`config.mk`:
```
export PLATFORM = sky130hd
export DESIGN_NAME = spi_master_ctrl_flat
export DESIGN_NICKNAME = d
export VERILOG_FILES = /design/src/rtl/spi_pkg.sv /design/src/rtl/spi_if.sv /design/src/rtl/spi_clock_gen.sv /design/src/rtl/spi_master_ctrl.sv /design/src/flat_wrapper.sv
export SDC_FILE = /design/constraint.sdc
export NUM_CORES = 1
export LEC_CHECK = 0
export ABC_AREA = 1
export CORE_MARGIN = 1
export CORE_UTILIZATION = 50
export CTS_BUF_LIST = sky130_fd_sc_hd__clkbuf_8
export DETAILED_ROUTE_END_ITERATION = 10
export PLACE_DENSITY = 0.88
export SYNTH_ARGS = -nofsm -noshare
export SYNTH_HDL_FRONTEND = slang
export SYNTH_SLANG_ARGS = --single-unit
```
`constraint.sdc`:
```
create_clock -name clk -period 2.21 [get_ports clk]
set_input_delay 0.221 -clock clk [delete_from_list [all_inputs] [get_ports clk]]
set_output_delay 0.221 -clock clk [all_outputs]
set_load 0.05 [all_outputs]
```
`src/rtl/spi_pkg.sv`:
```
// Shared types for the SPI master controller: FSM states, SPI mode and a
// small helper that sizes counters and indices safely for small parameters.
package spi_pkg;

  typedef enum logic [1:0] {
    IDLE,
    SETUP,
    TRANSFER,
    DONE
  } state_t;

  typedef struct packed {
    logic cpol;
    logic cpha;
  } spi_mode_t;

  // Bits needed to count 0..n-1, never less than one.
  function automatic int cnt_width(input int n);
    return (n > 1) ? $clog2(n) : 1;
  endfunction

endpackage

```
`src/rtl/spi_if.sv`:
```
// SPI bus bundle: one clock, one data line each way and a one-hot-low
// slave-select vector sized by the number of slaves on the bus.
interface Spi #(
  parameter int NumberOfSlaves = 4
) ();

  logic                      sclk;
  logic                      mosi;
  logic                      miso;
  logic [NumberOfSlaves-1:0] nss;

  modport MasterSpi (output sclk, output mosi, output nss, input miso);
  modport SlaveSpi  (input sclk, input mosi, input nss, output miso);

endinterface

```
`src/rtl/spi_clock_gen.sv`:
```
// Divides clk into sclk half-periods and flags which clk edge moves sclk
// to its leading or trailing level; sclk itself is the phase xor cpol.
module spi_clock_gen
  import spi_pkg::*;
#(
  parameter int ClockDivider = 4
) (
  input  logic clk,
  input  logic rst_n,
  input  logic count_en,
  input  logic toggle_en,
  input  logic cpol,
  output logic tick,
  output logic lead,
  output logic trail,
  output logic sclk
);

  localparam int CntW = cnt_width(ClockDivider);

  logic [CntW-1:0] cnt_q;
  logic            phase_q;

  assign tick  = count_en && (cnt_q == CntW'(ClockDivider - 1));
  assign lead  = tick && toggle_en && !phase_q;
  assign trail = tick && toggle_en && phase_q;
  assign sclk  = cpol ^ phase_q;

  // NOTE: non-blocking assignments so every register samples pre-edge values.
  always_ff @(posedge clk or negedge rst_n) begin
    if (!rst_n) begin
      cnt_q   <= '0;
      phase_q <= 1'b0;
    end else begin
      if (!count_en || tick) cnt_q <= '0;
      else                   cnt_q <= cnt_q + 1'b1;

      if (!toggle_en) phase_q <= 1'b0;
      else if (tick)  phase_q <= ~phase_q;
    end
  end

endmodule

```
`src/rtl/spi_master_ctrl.sv`:
```
// SPI master: accepts one transfer request at a time, selects one slave,
// shifts DataWidth bits MSB first in any cpol/cpha mode, then pulses done.
module spi_master_ctrl
  import spi_pkg::*;
#(
  parameter  int NumberOfSlaves = 4,
  parameter  int DataWidth      = 8,
  parameter  int ClockDivider   = 4,
  localparam int SidW           = cnt_width(NumberOfSlaves)
) (
  input  logic                 clk,
  input  logic                 rst_n,
  input  logic                 start,
  input  logic [SidW-1:0]      slave_id,
  input  logic                 cpol,
  input  logic                 cpha,
  input  logic [DataWidth-1:0] tx_data,
  output logic [DataWidth-1:0] rx_data,
  output logic                 busy,
  output logic                 done,
  output logic                 err,
  Spi.MasterSpi                spi
);

  localparam int HalfW = cnt_width(2 * DataWidth);

  state_t                    state_q, state_d;
  spi_mode_t                 mode_q;
  logic [SidW-1:0]           sid_q;
  logic [DataWidth-1:0]      tx_sr, rx_sr, rx_data_q;
  logic [HalfW-1:0]          half_q;
  logic                      mosi_q, done_q, err_q;
  logic                      tick, lead, trail, sclk;
  logic                      sid_valid, accept, in_xfer, shift_edge, sample_edge;
  logic [NumberOfSlaves-1:0] nss_v;

  assign sid_valid   = int'(slave_id) < NumberOfSlaves;
  assign accept      = (state_q == IDLE) && start && sid_valid;
  assign in_xfer     = (state_q == TRANSFER);
  assign shift_edge  = mode_q.cpha ? lead : trail;
  assign sample_edge = mode_q.cpha ? trail : lead;

  spi_clock_gen #(
    .ClockDivider(ClockDivider)
  ) u_clock_gen (
    .clk      (clk),
    .rst_n    (rst_n),
    .count_en ((state_q == SETUP) || in_xfer),
    .toggle_en(in_xfer),
    .cpol     (mode_q.cpol),
    .tick     (tick),
    .lead     (lead),
    .trail    (trail),
    .sclk     (sclk)
  );

  always_ff @(posedge clk or negedge rst_n) begin
    if (!rst_n) state_q <= IDLE;
    else        state_q <= state_d;
  end

  // NOTE: default first, otherwise unlisted paths infer a latch.
  always_comb begin
    state_d = state_q;
    case (state_q)
      IDLE:     if (accept) state_d = SETUP;
      SETUP:    if (tick) state_d = TRANSFER;
      TRANSFER: if (tick && (half_q == HalfW'(2 * DataWidth - 1))) state_d = DONE;
      DONE:     state_d = IDLE;
      default:  state_d = IDLE;
    endcase
  end

  always_ff @(posedge clk or negedge rst_n) begin
    if (!rst_n) begin
      mode_q    <= '0;
      sid_q     <= '0;
      tx_sr     <= '0;
      rx_sr     <= '0;
      rx_data_q <= '0;
      half_q    <= '0;
      mosi_q    <= 1'b0;
      done_q    <= 1'b0;
      err_q     <= 1'b0;
    end else begin
      done_q <= (state_q == DONE);
      err_q  <= (state_q == IDLE) && start && !sid_valid;

      if (!in_xfer)  half_q <= '0;
      else if (tick) half_q <= half_q + 1'b1;

      if (accept) begin
        mode_q <= '{cpol: cpol, cpha: cpha};
        sid_q  <= slave_id;
        rx_sr  <= '0;
        // cpha=0 must present the MSB before the first (sampling) edge.
        if (cpha) begin
          tx_sr <= tx_data;
        end else begin
          mosi_q <= tx_data[DataWidth-1];
          tx_sr  <= {tx_data[DataWidth-2:0], 1'b0};
        end
      end

      if (shift_edge) begin
        mosi_q <= tx_sr[DataWidth-1];
        tx_sr  <= {tx_sr[DataWidth-2:0], 1'b0};
      end

      if (sample_edge) rx_sr <= {rx_sr[DataWidth-2:0], spi.miso};

      if (state_q == DONE) rx_data_q <= rx_sr;
    end
  end

  always_comb begin
    nss_v = '1;
    if ((state_q == SETUP) || in_xfer) nss_v[sid_q] = 1'b0;
  end

  assign spi.sclk = sclk;
  assign spi.mosi = mosi_q;
  assign spi.nss  = nss_v;
  assign rx_data  = rx_data_q;
  assign done     = done_q;
  assign err      = err_q;
  assign busy     = (state_q != IDLE) || done_q;

endmodule

```
`src/flat_wrapper.sv`:
```
// flat-port wrapper written by rule: the top's interface ports become plain ports
module spi_master_ctrl_flat import spi_pkg::*;
#(
  parameter  int NumberOfSlaves = 4,
  parameter  int DataWidth      = 8,
  parameter  int ClockDivider   = 4,
  localparam int SidW           = cnt_width(NumberOfSlaves)
)
  (clk, rst_n, start, slave_id, cpol, cpha, tx_data, rx_data, busy, done, err, spi_sclk, spi_mosi, spi_nss, spi_miso);
  Spi #(.NumberOfSlaves(NumberOfSlaves)) spi_i ();
  input  logic clk;
  input  logic rst_n;
  input  logic start;
  input  logic [SidW-1:0] slave_id;
  input  logic cpol;
  input  logic cpha;
  input  logic [DataWidth-1:0] tx_data;
  output logic [DataWidth-1:0] rx_data;
  output logic busy;
  output logic done;
  output logic err;
  output wire logic [$bits(spi_i.sclk)-1:0] spi_sclk;
  output wire logic [$bits(spi_i.mosi)-1:0] spi_mosi;
  output wire logic [$bits(spi_i.nss)-1:0] spi_nss;
  input wire logic [$bits(spi_i.miso)-1:0] spi_miso;
  assign spi_sclk = spi_i.sclk;
  assign spi_mosi = spi_i.mosi;
  assign spi_nss = spi_i.nss;
  assign spi_i.miso = spi_miso;
  spi_master_ctrl #(.NumberOfSlaves(NumberOfSlaves), .DataWidth(DataWidth), .ClockDivider(ClockDivider)) u_core (.clk(clk), .rst_n(rst_n), .start(start), .slave_id(slave_id), .cpol(cpol), .cpha(cpha), .tx_data(tx_data), .rx_data(rx_data), .busy(busy), .done(done), .err(err), .spi(spi_i));
endmodule
```
==> impl_metrics.yaml, run 1 <==
status:
  status: "finished clean"
yosys:
  async_flop_share_pct: 100.0
  yosysTopAreaCellShare_pct: 48.42
  avgSynthCellArea_um2: 8.541
  synth_seq_area_share_pct: 48.42
  synth_area_leaders: "dfrtp_1 (48%), nand2_1 (14%), nand3_1 (9.7%), mux2_2 (4.5%), ha_1 (4.3%)"
  synth.net_count: 259
  yosysTopAreaCell: "dfrtp_1"
  netlist_instances: 236
  synthFlopType: "dfrtp_1"
  netlist-cell-type-count: 27
  synth_edf_count: 0
  ys.warnings.count: 0
  synth_area_um2: 2016
  synth-seq-cells: 39
clock_tree:
  clkTransAtPathRegs_ps: 80
  clock_latency_ps: 300
  cts_tree: "yes"
  cts_buffers: 5
  clockBufferDepth: 2
  holdBufCountCts: 0
  htreeDepth: 2
  cts-root-buf: "clkbuf_8"
  post_cts_buffers: 0
  cts_sinks: 39
  ctsResizeCount: 0
power_and_ir_drop:
  intPower_w: 0.001971
  p_leak_nw: 1.289
  switching_share_pct: 46.42
  seq_power_share_pct: 31.8
  power_frac_clock_pct: 16.1
  switchingPower_w: 0.001707
  peakVddDrop_mv: 1.050
  power_density_nw_per_um2: 1499
  combPwrFrac_pct: 52.1
global_routing:
  grt_max_degree: 40
  grt.busiest_layer: "met2"
  grt_usage_pct: 20.50
  use_met2_pct: 32.86
  overflow: 0
  first_global_vias: 1497
  antenna_found_initial: 0
  grt_pass1_wl_mm: 6.575
  grt_use_met3_pct: 6.771
  grt_util_met1_pct: 25.73
hold_path:
  hold_path_class: "primary input to async pin"
placed_design:
  place_ws_ps: 401.4
  port_buffers: 31
  dp_hpwl_mm: 2.673
  gp_congestion: 0.8004
drt:
  antenna_left: 0
  first_pass_iters: 4
  dr.first_iter.drc_count: 75
  remaining_drc_errors: 0
  vias_per_cell: 5.123
  vias: 1624
  wl_per_cell_um: 11.73
  wl_mm: 3.719
finish:
  post-route-util_pct: 65.06
  final_cell_mix: "nand2_1 (75), nand3_1 (39), dfrtp_1 (39)"
  fin_nets: 291
  diodes: 0
  drive_above_1_share_pct: 13.38
  fillers: 316
  syn_to_final_growth_pct: 21.73
  layout_commonest_cell: "nand2_1"
critical_path:
  cp_slowest_cell: "clkdlybuf4s50_1"
  max_stage_delay_ps: 790
  path_class: "register to output port"
  crit_fanout: 4
  cp-start-kind: "register"
  worstPathArrival_ps: 1860
  worstPathCellList: "inv_1 > ha_1 > nand2_1 > clkdlybuf4s50_1"
  required_ps: 1990
  worstSetupEndpointType: "output port"
timing:
  hold_viol: 0
  fin_ws_ps: 128.9
  rsz0062_at_grt: "no"
  worst_slew_pin_slew_ps: 834.8
  tns_ps: 0
  period_needed_ps: 2081
  relSlewSlack_pct: 44.34
  finalSetupViolCount: 0
  slew_viol_final: 0
  fin_skew_ps: 5.580
  post-route-period-util_pct: 94.17
  timing.fmax_mhz: 480.5
die:
  die_y_um: 65.50
  num_rows: 22
  core_area_um2: 3771
  io_pins: 33
  initial_core_util_pct: 53.45
  die_area_um2: 4290
  die_w_um: 65.50
run:
  cap_violations: 0
[path summary, 6_finish.rpt]
kind | startpoint | to | slack [ps] | depth (start not counted)
max | u_core.state_q[0] | busy | 130 | 4
min | rst_n | u_core.tx_sr[7] | 20 | 1
max reg2reg | u_core.state_q[0] | u_core.tx_sr[3] | 340 | 9
min reg2reg | u_core.u_clock_gen.cnt_q[0] | u_core.u_clock_gen.cnt_q[0] | 460 | 1
max in group asynchronous | rst_n | u_core.rx_data[6] | 1660 | 1
min in group clk | u_core.u_clock_gen.cnt_q[0] | u_core.u_clock_gen.cnt_q[0] | 460 | 1
[cells by family (layout without fill, tap and decap cells)]
kind of cell | count (synthesis) | in the layout | share of synthesized area, %
AOI/OAI and AO/OA | 10 | 10 | 2.670
xor gates and xnor gates | 2 | 2 | 0.8692
adders and majority gates | 7 | 7 | 4.345
buffers and inverters | 28 | 61 | 6.021
DFF | 39 | 39 | 48.42
muxes | 8 | 8 | 4.469
other | 1 | 1 | 0.1860
and+or+nand+nor | 141 | 141 | 33.02
[through the flow]
stage	cell area, um2	hold WS [ps]	power (W)	std cells
finish	2454	19.49	0.003678	317
global route	2454	89.40	0.003952	317
CTS	2454	50.99	0.003701	317
global placement	2341	371.2	0.003038	309
detailed placement	2341	378.1	0.003100	309
floorplan	2016	-74.59	0.002591	236
[critical path, delay by kind of cell (launching register included)]
| family | cells | cell delay (ps) |
|---|---|---|
| adder cells (fa/ha/maj) | 1 | 220 |
| buffers and inverters | 2 | 880 |
| flip-flops | 1 | 390 |
| AND/OR/NAND/NOR | 1 | 70 |
[power groups by stage]
stage | sequential, W | combinational [W] | clock [W]
after floorplan | 0.00141 | 0.00118 | 0
after global placement | 0.00117 | 0.00187 | 0
after detailed placement | 0.00118 | 0.00192 | 0
after CTS | 0.00117 | 0.00193 | 0.000598
after global routing | 0.00121 | 0.00210 | 0.000641
final | 0.00117 | 0.00192 | 0.000593
[final cells by class]
| cell class | instances | area (um2) | area share (%) |
|---|---|---|---|
| Sequential cell | 39 | 975.9 | 39.78 |
| Multi-Input combinational cell | 169 | 918.4 | 37.43 |
| Timing Repair Buffer | 32 | 302.8 | 12.34 |
| Inverter | 21 | 83.83 | 3.417 |
| Clock buffer | 5 | 68.82 | 2.805 |
| Tap cell | 48 | 60.06 | 2.448 |
| Clock inverter | 3 | 43.79 | 1.785 |
[sequential cells by signal (all words and copies together), names as in the netlist]
name,count
u_core.u_clock_gen.cnt_q,2
u_core.state_q,2
u_core.rx_data,8
u_core.rx_sr,8
u_core.mode_q,2
u_core.u_clock_gen.phase_q,1
u_core.half_q,4
u_core.done,1
u_core.sid_q,2
u_core.spi.mosi,1
u_core.tx_sr,8
[synth_stat cells, types with 2 or more instances]
library cell and count:
nand2_1 75, dfrtp_1 39, nand3_1 39, inv_1 19
nor2_1 9, mux2_2 8, ha_1 7, nand2_4 6
o21ai_0 6, buf_2 3, nand2_2 3, nor3_1 3
a21oi_1 2, buf_4 2, clkbuf_1 2, nand4_1 2
[per-layer routing]
| layer | up-vias | wire length, um |
|---|---|---|
| li1 | 824 | - |
| met4 | 0 | 77 |
| met1 | 743 | 1744 |
| met5 | - | 0 |
| met2 | 49 | 1697 |
| met3 | 8 | 199 |
Note: power is estimated with default switching activity, not from simulation.
==> run 2, diff against run 1 <==
- clock period: 2.21 -> 2.09 ns (I/O delays scaled with it)
==> impl_metrics.yaml, run 2 (synthesis gave the netlist of run 1 again) <==
timing:
  fin_skew_ps: 9.372
  relSlewSlack_pct: 43.96
  hold_viol: 0
  worst_slew_pin_slew_ps: 840.5
  hold_slack_ps: 7.412
  slew_viol_final: 0
  rsz0062_at_grt: "no"
  finalSetupViolCount: 0
  post-route-period-util_pct: 95.30
  timing.fmax_mhz: 502.1
  period_needed_ps: 1992
  tns_ps: 0
global_routing:
  grt_usage_pct: 21.07
  overflow: 0
  first_global_vias: 1565
  antenna_found_initial: 0
  grt_max_degree: 40
  grt_pass1_wl_mm: 6.844
clock_tree:
  cts-root-buf: "clkbuf_8"
  cts_sinks: 39
  htreeDepth: 2
  ctsResizeCount: 0
  holdBufCountCts: 0
  clock_latency_ps: 290
  cts_tree: "yes"
  post_cts_buffers: 0
  cts_buffers: 5
  clockBufferDepth: 2
  clkTransAtPathRegs_ps: 70
die:
  initial_core_util_pct: 53.45
  io_pins: 33
  die_w_um: 65.50
  core_area_um2: 3771
  num_rows: 22
  die_y_um: 65.50
  die_area_um2: 4290
drt:
  vias_per_cell: 5.003
  remaining_drc_errors: 0
  antenna_left: 0
  dr.first_iter.drc_count: 125
  first_pass_iters: 4
  vias: 1586
  wl_mm: 3.758
  wl_per_cell_um: 11.85
finish:
  fillers: 307
  syn_to_final_growth_pct: 22.72
  final_cell_mix: "nand2_1 (75), nand3_1 (39), dfrtp_1 (39)"
  multi_input_area_um2: 918.4
  seq_area_um2: 975.9
  fin_nets: 291
  drive_above_1_share_pct: 13.38
  diodes: 0
  layout_commonest_cell: "nand2_1"
critical_path:
  max_stage_delay_ps: 820
  r2r_end: "u_core.tx_sr[2]"
  crit_fanout: 5
  worstPathCellList: "xor2_1 > clkdlybuf4s50_1"
  required_ps: 1880
  worstSetupEndpoint: "spi_sclk"
  path_class: "register to output port"
  crit_start: "u_core.u_clock_gen.phase_q"
  reg2reg_from: "u_core.state_q[0]"
  worstPathArrival_ps: 1780
  r2r_cells: 9
  worstSetupEndpointType: "output port"
  cp-start-kind: "register"
  r2r_setup_slack_ps: 290
  cp_slowest_cell: "clkdlybuf4s50_1"
power_and_ir_drop:
  power_density_nw_per_um2: 1559
  peakVddDrop_mv: 0.9390
  p_leak_nw: 1.301
run:
  cap_violations: 0
status:
  status: "finished clean"
placed_design:
  port_buffers: 31
  dp_hpwl_mm: 2.728
  gp_congestion: 0.7869
hold_path:
  hold_path_class: "primary input to async pin"
-- run 2: critical path, delay by kind of cell (launching register included) --
kind	cells	cell delay, ps
buffers and inverters	1	820
DFF	1	490
xor gates and xnor gates	1	180
-- run 2: metal layers --
layer	vias up	global-route usage (%)	part of all wire [%]
met4	0	10.05	2.7
met5	-	0	0
met1	712	27.01	48
met3	11	4.514	4.6
met2	42	33.76	45
li1	821	-	-
-- run 2: layout make-up --
type	count	share of cell area (%)
Sequential cell	39	39.45
Multi-Input combinational cell	169	37.13
Timing Repair Buffer	32	14.16
Inverter	21	3.389
Clock buffer	5	2.782
Tap cell	48	2.428
Clock inverter	3	0.6576
-- run 2: how the worst min path moves through the flow --
stage,from,end,slack [ps],depth (start not counted)
final,rst_n,u_core.spi.mosi,7,1
after global routing,rst_n,u_core.spi.mosi,80,1
after CTS,rst_n,u_core.tx_sr[5],50,1
after detailed placement,rst_n,u_core.spi.mosi,360,1
after global placement,rst_n,u_core.tx_sr[7],360,1
after floorplan,rst_n,u_core.done,-90,0
-- run 2: per-stage QoR --
| stage | setup WS, ps | instances | util (%) | instance area [um2] | power (W) |
|---|---|---|---|---|---|
| 2_1_floorplan | 515.0 | 236 | - | 2016 | 0.002740 |
| 3_3_place_gp | 379.3 | 309 | 63.34 | 2389 | 0.003318 |
| 3_5_place_dp | 302.0 | 309 | 63.34 | 2389 | 0.003387 |
| 4_1_cts | 84.53 | 317 | 65.59 | 2474 | 0.003882 |
| 5_1_grt | 4.757 | 317 | 65.59 | 2474 | 0.004155 |
| 6_report | 98.25 | 317 | 65.59 | 2474 | 0.003856 |
-- run 2: power by group --
part | leakage, nW | switching (W) | total (W) | internal [W]
Clock | 0.0453 | 0.000256 | 0.000484 | 0.000228
Sequential | 0.514 | 0.000197 | 0.00124 | 0.00104
Combinational | 0.742 | 0.00136 | 0.00213 | 0.000768
